## src/rtl/mux_nx1_varredura.sv

```systemverilog
// -----------------------------------------------------------------------------
// mux_nx1_varredura
// Registered N-to-1 multiplexer with an optional round-robin scan mode.
// In manual mode the channel comes from SEL. In varredura mode an internal
// index advances one channel every DWELL cycles and wraps after the last
// channel. It drives display/serial logic that has to cycle through values
// without an external sequencer.
//
// Ports:
//   clock      in   system clock, rising-edge active
//   reset_n    in   synchronous active-low reset
//   D          in   packed channel data, channel k = D[k*BITS +: BITS]
//   SEL        in   manual channel select (out-of-range values are ignored)
//   MODO       in   0 = manual, 1 = varredura (auto scan)
//   PAUSA      in   freezes the scan counters in varredura
//   MUX_OUT    out  registered data of the selected channel
//   CANAL      out  index of the channel driving MUX_OUT
//   TROCA      out  one-cycle pulse, CANAL changed on the last edge
//   FIM_CICLO  out  one-cycle pulse, scan wrapped CHANNELS-1 -> 0
// -----------------------------------------------------------------------------
module mux_nx1_varredura #(
    parameter int BITS     = 4,
    parameter int CHANNELS = 8,
    parameter int DWELL    = 4,
    parameter int SEL_W    = $clog2(CHANNELS)
) (
    input  logic                     clock,
    input  logic                     reset_n,
    input  logic [CHANNELS*BITS-1:0] D,
    input  logic [SEL_W-1:0]         SEL,
    input  logic                     MODO,
    input  logic                     PAUSA,
    output logic [BITS-1:0]          MUX_OUT,
    output logic [SEL_W-1:0]         CANAL,
    output logic                     TROCA,
    output logic                     FIM_CICLO
);

    // The dwell counter keeps at least one bit so DWELL=1 still elaborates.
    localparam int CNT_W = (DWELL > 1) ? $clog2(DWELL) : 1;

    localparam logic [SEL_W-1:0] LAST_CH  = SEL_W'(CHANNELS - 1);
    // One extra bit so CHANNELS itself is representable for the range check.
    localparam logic [SEL_W:0]   NUM_CH   = (SEL_W + 1)'(CHANNELS);
    localparam logic [CNT_W-1:0] LAST_CNT = CNT_W'(DWELL - 1);

    localparam logic [0:0] MODE_MANUAL    = 1'b0;
    localparam logic [0:0] MODE_VARREDURA = 1'b1;

    logic [SEL_W-1:0] r_canal;
    logic [CNT_W-1:0] r_cont;
    logic [BITS-1:0]  r_out;
    logic             r_troca;
    logic             r_fim;

    logic [SEL_W-1:0] w_canal_next;
    logic [CNT_W-1:0] w_cont_next;
    logic             w_wrap;
    logic [BITS-1:0]  w_data;
    logic [BITS-1:0]  w_ch [CHANNELS];

    // Unpack the flat data bus into one word per channel.
    for (genvar k = 0; k < CHANNELS; k++) begin : g_unpack
        assign w_ch[k] = D[k*BITS +: BITS];
    end

    // Next channel index and dwell count for the current mode.
    always_comb begin
        w_canal_next = r_canal;
        w_cont_next  = r_cont;
        w_wrap       = 1'b0;
        case (MODO)
            MODE_MANUAL: begin
                // Out-of-range selects keep the current channel rather than wrap.
                if ({1'b0, SEL} < NUM_CH) begin
                    w_canal_next = SEL;
                end else begin
                    w_canal_next = r_canal;
                end
                w_cont_next = {CNT_W{1'b0}};
            end
            MODE_VARREDURA: begin
                if (PAUSA) begin
                    w_canal_next = r_canal;
                    w_cont_next  = r_cont;
                end else if (r_cont != LAST_CNT) begin
                    w_canal_next = r_canal;
                    w_cont_next  = r_cont + CNT_W'(1);
                end else begin
                    w_cont_next = {CNT_W{1'b0}};
                    if (r_canal == LAST_CH) begin
                        w_canal_next = {SEL_W{1'b0}};
                        w_wrap       = 1'b1;
                    end else begin
                        w_canal_next = r_canal + SEL_W'(1);
                    end
                end
            end
            default: begin
                w_canal_next = r_canal;
                w_cont_next  = r_cont;
                w_wrap       = 1'b0;
            end
        endcase
    end

    // Data is taken from the channel that will be selected after this edge.
    always_comb begin
        w_data = w_ch[w_canal_next];
    end

    // State and output registers with synchronous active-low reset.
    always_ff @(posedge clock) begin
        if (!reset_n) begin
            r_canal <= {SEL_W{1'b0}};
            r_cont  <= {CNT_W{1'b0}};
            r_out   <= {BITS{1'b0}};
            r_troca <= 1'b0;
            r_fim   <= 1'b0;
        end else begin
            r_canal <= w_canal_next;
            r_cont  <= w_cont_next;
            r_out   <= w_data;
            r_troca <= (w_canal_next != r_canal);
            r_fim   <= w_wrap;
        end
    end

    assign MUX_OUT   = r_out;
    assign CANAL     = r_canal;
    assign TROCA     = r_troca;
    assign FIM_CICLO = r_fim;

endmodule
```

## config.mk

```make
export PLATFORM = sky130hd
export DESIGN_NAME = mux_nx1_varredura
export DESIGN_NICKNAME = d
export VERILOG_FILES = /design/src/rtl/mux_nx1_varredura.sv
export SDC_FILE = /design/constraint.sdc
export NUM_CORES = 1
export LEC_CHECK = 0
export CORE_AREA = 10 10 59 61
export CTS_CLUSTER_DIAMETER = 60
export CTS_CLUSTER_SIZE = 16
export DETAILED_ROUTE_END_ITERATION = 6
export DIE_AREA = 0 0 69 71
export GPL_ROUTABILITY_DRIVEN = 0
export HOLD_SLACK_MARGIN = 0.02
export PLACE_DENSITY = 0.74
export REMOVE_ABC_BUFFERS = 1
export SLEW_MARGIN = 20
export SYNTH_ARGS = -nofsm -noshare
export SYNTH_HDL_FRONTEND = slang
export SYNTH_SLANG_ARGS = --single-unit
```

## constraint.sdc

```tcl
create_clock -name clock -period 2.45 [get_ports clock]
set_clock_uncertainty 0.15 [all_clocks]
set_input_delay 0.6125 -clock clock [delete_from_list [all_inputs] [get_ports clock]]
set_output_delay 0.6125 -clock clock [all_outputs]
set_load 0.01 [all_outputs]
```

==> results.txt, run 1 <==
Final #Nets = 176
Worst Setup End Kind = flop
Total gr overflow = 0
Critical Path AT = 2.42 ns
Worst path required time = 2.53 ns
Global-route wire length before repair = 4.036 mm
Setup Buffers After CTS = 0
Initial antenna violation count = 0
Peak VDD IR = 195.7 uV
Number of distinct library cells after synthesis = 28
Post-route setup slack = 0.1078 ns
Clock tree sinks = 11
Synth Cell Area = 790.8 um^2
Vias = 784
Pre-CTS setup slack = -0.1833 ns
Synth Warn # = 0
Syn Area/Cell = 9.762 um^2
Storage cell area = 220.2 um^2
Synth Area in Simple Gates = 16.61%
Hold Path Class = reg2reg
FFs w/ async S/R, synth = 0%
FF+latch count, synth = 11
# H-tree levels = 1
Compound-Gate Fraction of Synth Area = 14.08%
Layout cell share with drive strength beyond 1 = 10.53%
PwrDens = 390.5 nW/um^2
Slew Viols, Final = 0
Synth Area in Adders = 4.747%
XOR/XNOR Fraction of Synth Area = 3.323%
Die height = 71 um
Multi-input logic area = 523.0 um^2
Max Fclk = 0.4270 GHz
Outcome = finished clean
GRT Overall Usage = 9.955%
Clock latency on the worst-skew pair = 0.28 ns
Starting Density = 33.12%
TritonCTS clock tree = yes
Fin. Hold Viols = 0
Port bufs = 47
DP Cell Count = 159
RSZ-0062 raised after global routing = no
Startpoint Class = primary input
FILL cells = 241
Endpoints failing setup = 0
Top Ports = 48
Clock tree buffer depth = 2
Mux contribution to synthesized area = 26.58%
Setup CP Type = in2reg
Setup TNS = 0 ns
Leak = 0.0005555 uW
HPWL Detailed = 2.119 mm
Tmin final = 2.342 ns
Hold Path Cell Cnt = 2
Finished Layout Cells = 163
Initial DRC count = 13
Final core occ = 56.39%
Final wirelength = 2.466 mm
Post-Synthesis Cells = 81
Die area = 4899 um^2
Seq/Total Area, Yosys = 27.85%
Core area = 2387 um^2
Clock transition at path regs = 0.07 ns
Register-to-register setup slack = 0.27 ns
Root Driver = clkbuf_4
DRT Pass-1 Iters = 3
Worst-path maximum fanout = 8
Ys flop type = dfxtp_1
EDFF count, synth = 0
Vias/cell = 4.810
# diodes = 0
Relative slew slack = 75.83%
CTS buffer count = 3
Antenna Nets Post-Route = 0
Worst-case reg-to-reg path depth = 7
DR DRC count = 0
Largest family of logic cells by synthesized area = multiplexers
Period utilization = 95.60%
Row count = 18
Largest net degree at the start of global routing = 19
Slew @ Worst Pin = 0.3622 ns
Max-Cap Viols = 0
Vias in the first global route = 838
Syn-to-layout area delta = 70.25%
WL per Instance = 15.13 um
Die X = 69 um
-- timing repair --
item                                    CTS  global route
endpoints found under the setup margin    0             1
hold buffers                              0             0
resized for setup                         0             1
-- cell type report --
class / instances / share of cell area (%)
Inverter: 3 / 0.8364
Multi-Input combinational cell: 62 / 38.85
Sequential cell: 11 / 16.36
Clock buffer: 4 / 1.952
Timing Repair Buffer: 53 / 39.22
Tap cell: 30 / 2.788
-- report_power, final --
part	internal (uW)	leakage, uW	switching [uW]
clock	63.2	0.0000150	67.0
sequential	193	0.0000908	9.17
combinational	125	0.000450	68.1
total	381	0.000556	144
-- critical path, cell delays in order --
cell and delay (ns):
clkdlybuf4s50_1 0.56, nor4b_4 0.35, a211oi_2 0.11, or4_4 0.53, o22ai_1 0.15, a21o_1 0.10
-- synthesized netlist by cell type (all sizes together) (2+ instances only) --
cell type,count,area share (%)
nand4b,2,2.2
inv,3,1.4
mux2i,21,27
and2,2,1.6
nor3,2,1.3
dfxtp,11,28
ha,3,4.7
xnor2,3,3.3
nand2,3,1.4
a21o,4,3.8
nand2b,2,1.6
nor2,5,2.7
o22ai,4,3.2
buf,4,4.9
-- through the flow --
| stage | instance area, um^2 | power [uW] | hold WS (ns) |
|---|---|---|---|
| CTS | 1346 | 532.1 | 0.3746 |
| finish | 1346 | 525.7 | 0.3628 |
| global route | 1346 | 555.1 | 0.4138 |
| detailed placement | 1320 | 401.2 | 0.3575 |
| global placement | 1320 | 397.8 | 0.3334 |
| floorplan | 748.2 | 285.8 | 0.3176 |
-- cell usage in the layout, fill, tap and decap left out, types with 2 or more instances in the layout --
cell type | synthesis | final
xnor2_1 | 3 | 3
dfxtp_1 | 11 | 11
nor2_1 | 4 | 4
clkdlybuf4s50_1 | 0 | 47
ha_1 | 3 | 3
nor3_1 | 2 | 2
buf_4 | 0 | 5
clkbuf_4 | 0 | 3
nand4b_1 | 2 | 2
nand2_1 | 3 | 3
o22ai_1 | 4 | 4
inv_1 | 3 | 3
a21o_1 | 4 | 4
and2_1 | 2 | 2
nand2b_1 | 2 | 2
mux2i_1 | 21 | 21
-- sequential cells by signal, indices dropped and copies added, names as in the netlist --
register and flops:
CANAL 3, FIM_CICLO 1, MUX_OUT 4, TROCA 1, r_cont 2
-- worst paths after layout --
kind,startpoint,end
setup / recovery,PAUSA,MUX_OUT[1]
hold / removal,r_cont[1],r_cont[1]
setup reg to reg,CANAL[0],MUX_OUT[1]
hold reg to reg,r_cont[1],r_cont[1]
-- cells by family (layout without fill, tap and decap cells) --
group                    count (synthesis)  count (layout)
AO/OA/AOI/OAI                           15              15
XOR/XNOR                                 3               3
adder cells (fa/ha/maj)                  3               3
buffers and inverters                    8              60
flip-flops                              11              11
multiplexers                            21              21
AND/OR/NAND/NOR                         20              20
-- metal layers --
layer	wire length (um)	share of wire (%)	up-vias	global-route usage (%)
met2	1278	52	28	18.09
met3	138	5.6	5	2.789
met1	995	40	350	10.09
met4	53	2.1	0	5.369
li1	-	-	401	-
met5	0	0	-	0
Note: power is estimated with default switching activity, not from simulation.
==> run 2: changes to the inputs <==
REMOVE_ABC_BUFFERS = default   (was 1)
==> run 2 against run 1 <==
Final cell count unchanged. Sequential share of layout area is the same. Global-route usage grew 0.25 points. Worst hold slack better by 0.016 ns. Total power is 1.0% lower. Wire length grew 0.12%. Fmax increased by 1.1%. First-iteration DRC count grew 38%. Combinational power about the same. Via count grew 1.0%. Highest routed layer unchanged.
==> results.txt, run 2 (synthesized netlist as in run 1, its figures left out) <==
Outcome = finished clean
FILL cells = 235 (-2.5%)
Peak VDD IR = 336.3 uV (+72%)
Worst-path maximum fanout = 6 (-2)
Clock tree buffer depth = 2 (unchanged)
Die height = 71 um (unchanged)
Hold Path Class = reg2reg
Endpoints failing setup = 0 (unchanged)
Startpoint Class = primary input
# diodes = 0 (unchanged)
DRT Pass-1 Iters = 4 (+1)
Hold WS = 0.3789 ns (+0.01614 ns)
Worst Setup End Kind = flop
Clock transition at path regs = 0.07 ns (about the same)
Clk network pwr share = 23.7% (-1.1 points)
# H-tree levels = 1 (unchanged)
Port bufs = 47 (unchanged)
Commonest non-fill, non-tap cell in the layout = clkdlybuf4s50_1
Starting Density = 33.12% (unchanged)
Psw = 138.7 uW (-3.9%)
Slew @ Worst Pin = 0.4724 ns (+0.1103 ns)
Max-Cap Viols = 0 (unchanged)
PostCTS Resize Cnt = 0 (unchanged)
Vias/cell = 4.859 (+1.0%)
Part of the power in combinational logic = 37.6% (+0.8 points)
Die area = 4899 um^2 (unchanged)
Sw Share = 26.66% (-0.79 points)
Worst path required time = 2.47 ns (-0.06 ns)
Syn nets = 123
HPWL Detailed = 2.149 mm (+1.4%)
Final wirelength = 2.469 mm (+0.12%)
Clock latency on the worst-skew pair = 0.27 ns (about the same)
Period utilization = 94.52% (-1.1 points)
Layout cell share with drive strength beyond 1 = 10.53% (unchanged)
Core area = 2387 um^2 (unchanged)
Hold buffers post-CTS = 0 (unchanged)
Vias in the first global route = 889 (+6.1%)
Slew Viols, Final = 0 (unchanged)
Initial antenna violation count = 0 (unchanged)
Fin. Hold Viols = 0 (unchanged)
Setup CP Type = in2reg
Clock tree sinks = 11 (unchanged)
CTS buffer count = 3 (unchanged)
Final #Nets = 176 (unchanged)
Root Driver = clkbuf_4
Setup TNS = 0 ns (unchanged)
Internal power = 381.6 uW (about the same)
Vias = 792 (+1.0%)
Antenna Nets Post-Route = 0 (unchanged)
WL per Instance = 15.15 um (+0.12%)
PwrDens = 386.5 nW/um^2 (-1.0%)
Sequential Power Share = 38.8% (+0.4 points)
Total gr overflow = 0 (unchanged)
Max FFs per register = 4 (unchanged)
Max Fclk = 0.4318 GHz (+1.1%)
Tmin final = 2.316 ns (-0.02653 ns)
Syn-to-layout area delta = 70.25% (unchanged)
Commonest non-fill, non-tap cells in the layout = clkdlybuf4s50_1, mux2i_1, dfxtp_1, buf_4
GRT Overall Usage = 10.20% (+0.25 points)
Relative slew slack = 68.17% (-7.7 points)
Row count = 18 (unchanged)
Initial DRC count = 18 (+5)
RSZ-0062 raised after global routing = no
Global-route wire length before repair = 4.167 mm (+3.2%)
Setup Buffers After CTS = 0 (unchanged)
TritonCTS clock tree = yes
Top Ports = 48 (unchanged)
Die X = 69 um (unchanged)
Largest net degree at the start of global routing = 19 (unchanged)
Leak = 0.0005558 uW (about the same)
DR DRC count = 0 (unchanged)
Critical Path AT = 2.33 ns (-0.09 ns)
[run 2: changes by cell type in the layout (fill, tap and decap cells not counted)]
cell,change
o21ai_1,-1
o21ai_0,+1
[run 2: final timing paths]
| check | to | slack, ns | startpoint | depth (start not counted) |
|---|---|---|---|---|
| worst max-delay path | MUX_OUT[0] | 0.13 | PAUSA | 6 |
| worst min-delay path | r_cont[0] | 0.38 | r_cont[0] | 2 |
| worst max register to register | MUX_OUT[0] | 0.27 | CANAL[0] | 7 |
| worst min register to register | r_cont[0] | 0.38 | r_cont[0] | 2 |
[run 2: area by class of cell]
class	count	area, um^2	area share [%]
repair buffers	53	528.0	39.22
clock buffers	4	26.28	1.952
inverters	3	11.26	0.8364
multi-input cells	62	523.0	38.85
flip-flops and latches	11	220.2	16.36
well taps	30	37.54	2.788
[run 2: power by group through the flow]
stage	Clock [uW]	Combinational [uW]	Sequential (uW)
2_1_floorplan	0	83.8	211
3_3_place_gp	0	194	205
3_5_place_dp	0	197	206
4_1_cts	129	198	202
5_1_grt	139	212	204
6_report	123	195	202
[run 2: metal layers]
layer  vias up  share of wire [%]  global-route usage (%)
met5         -                  0                       0
met4         0               0.32                   4.027
met3         2                7.6                   4.603
met2        35                 48                   16.67
met1       350                 43                   11.31
li1        405                  -                       -
[run 2: stage by stage]
| step | utilization (%) | power (uW) | cells | setup WS [ns] | area, um^2 |
|---|---|---|---|---|---|
| after global placement | 55.29 | 399.3 | 159 | -0.07315 | 1320 |
| after CTS | 56.39 | 528.7 | 163 | 0.1546 | 1346 |
| after global routing | 56.39 | 554.9 | 163 | 0.03169 | 1346 |
| final | 56.39 | 520.3 | 163 | 0.1344 | 1346 |
| after floorplan | - | 294.6 | 81 | 0.3882 | 790.8 |
| after detailed placement | 55.29 | 402.0 | 159 | -0.1383 | 1320 |
[run 2: critical path, cell delays in order]
cell	delay, ns
clkdlybuf4s50_1	0.53
nor4b_4	0.32
a211oi_2	0.10
o21ai_0	0.42
o22ai_1	0.17
a21o_1	0.17
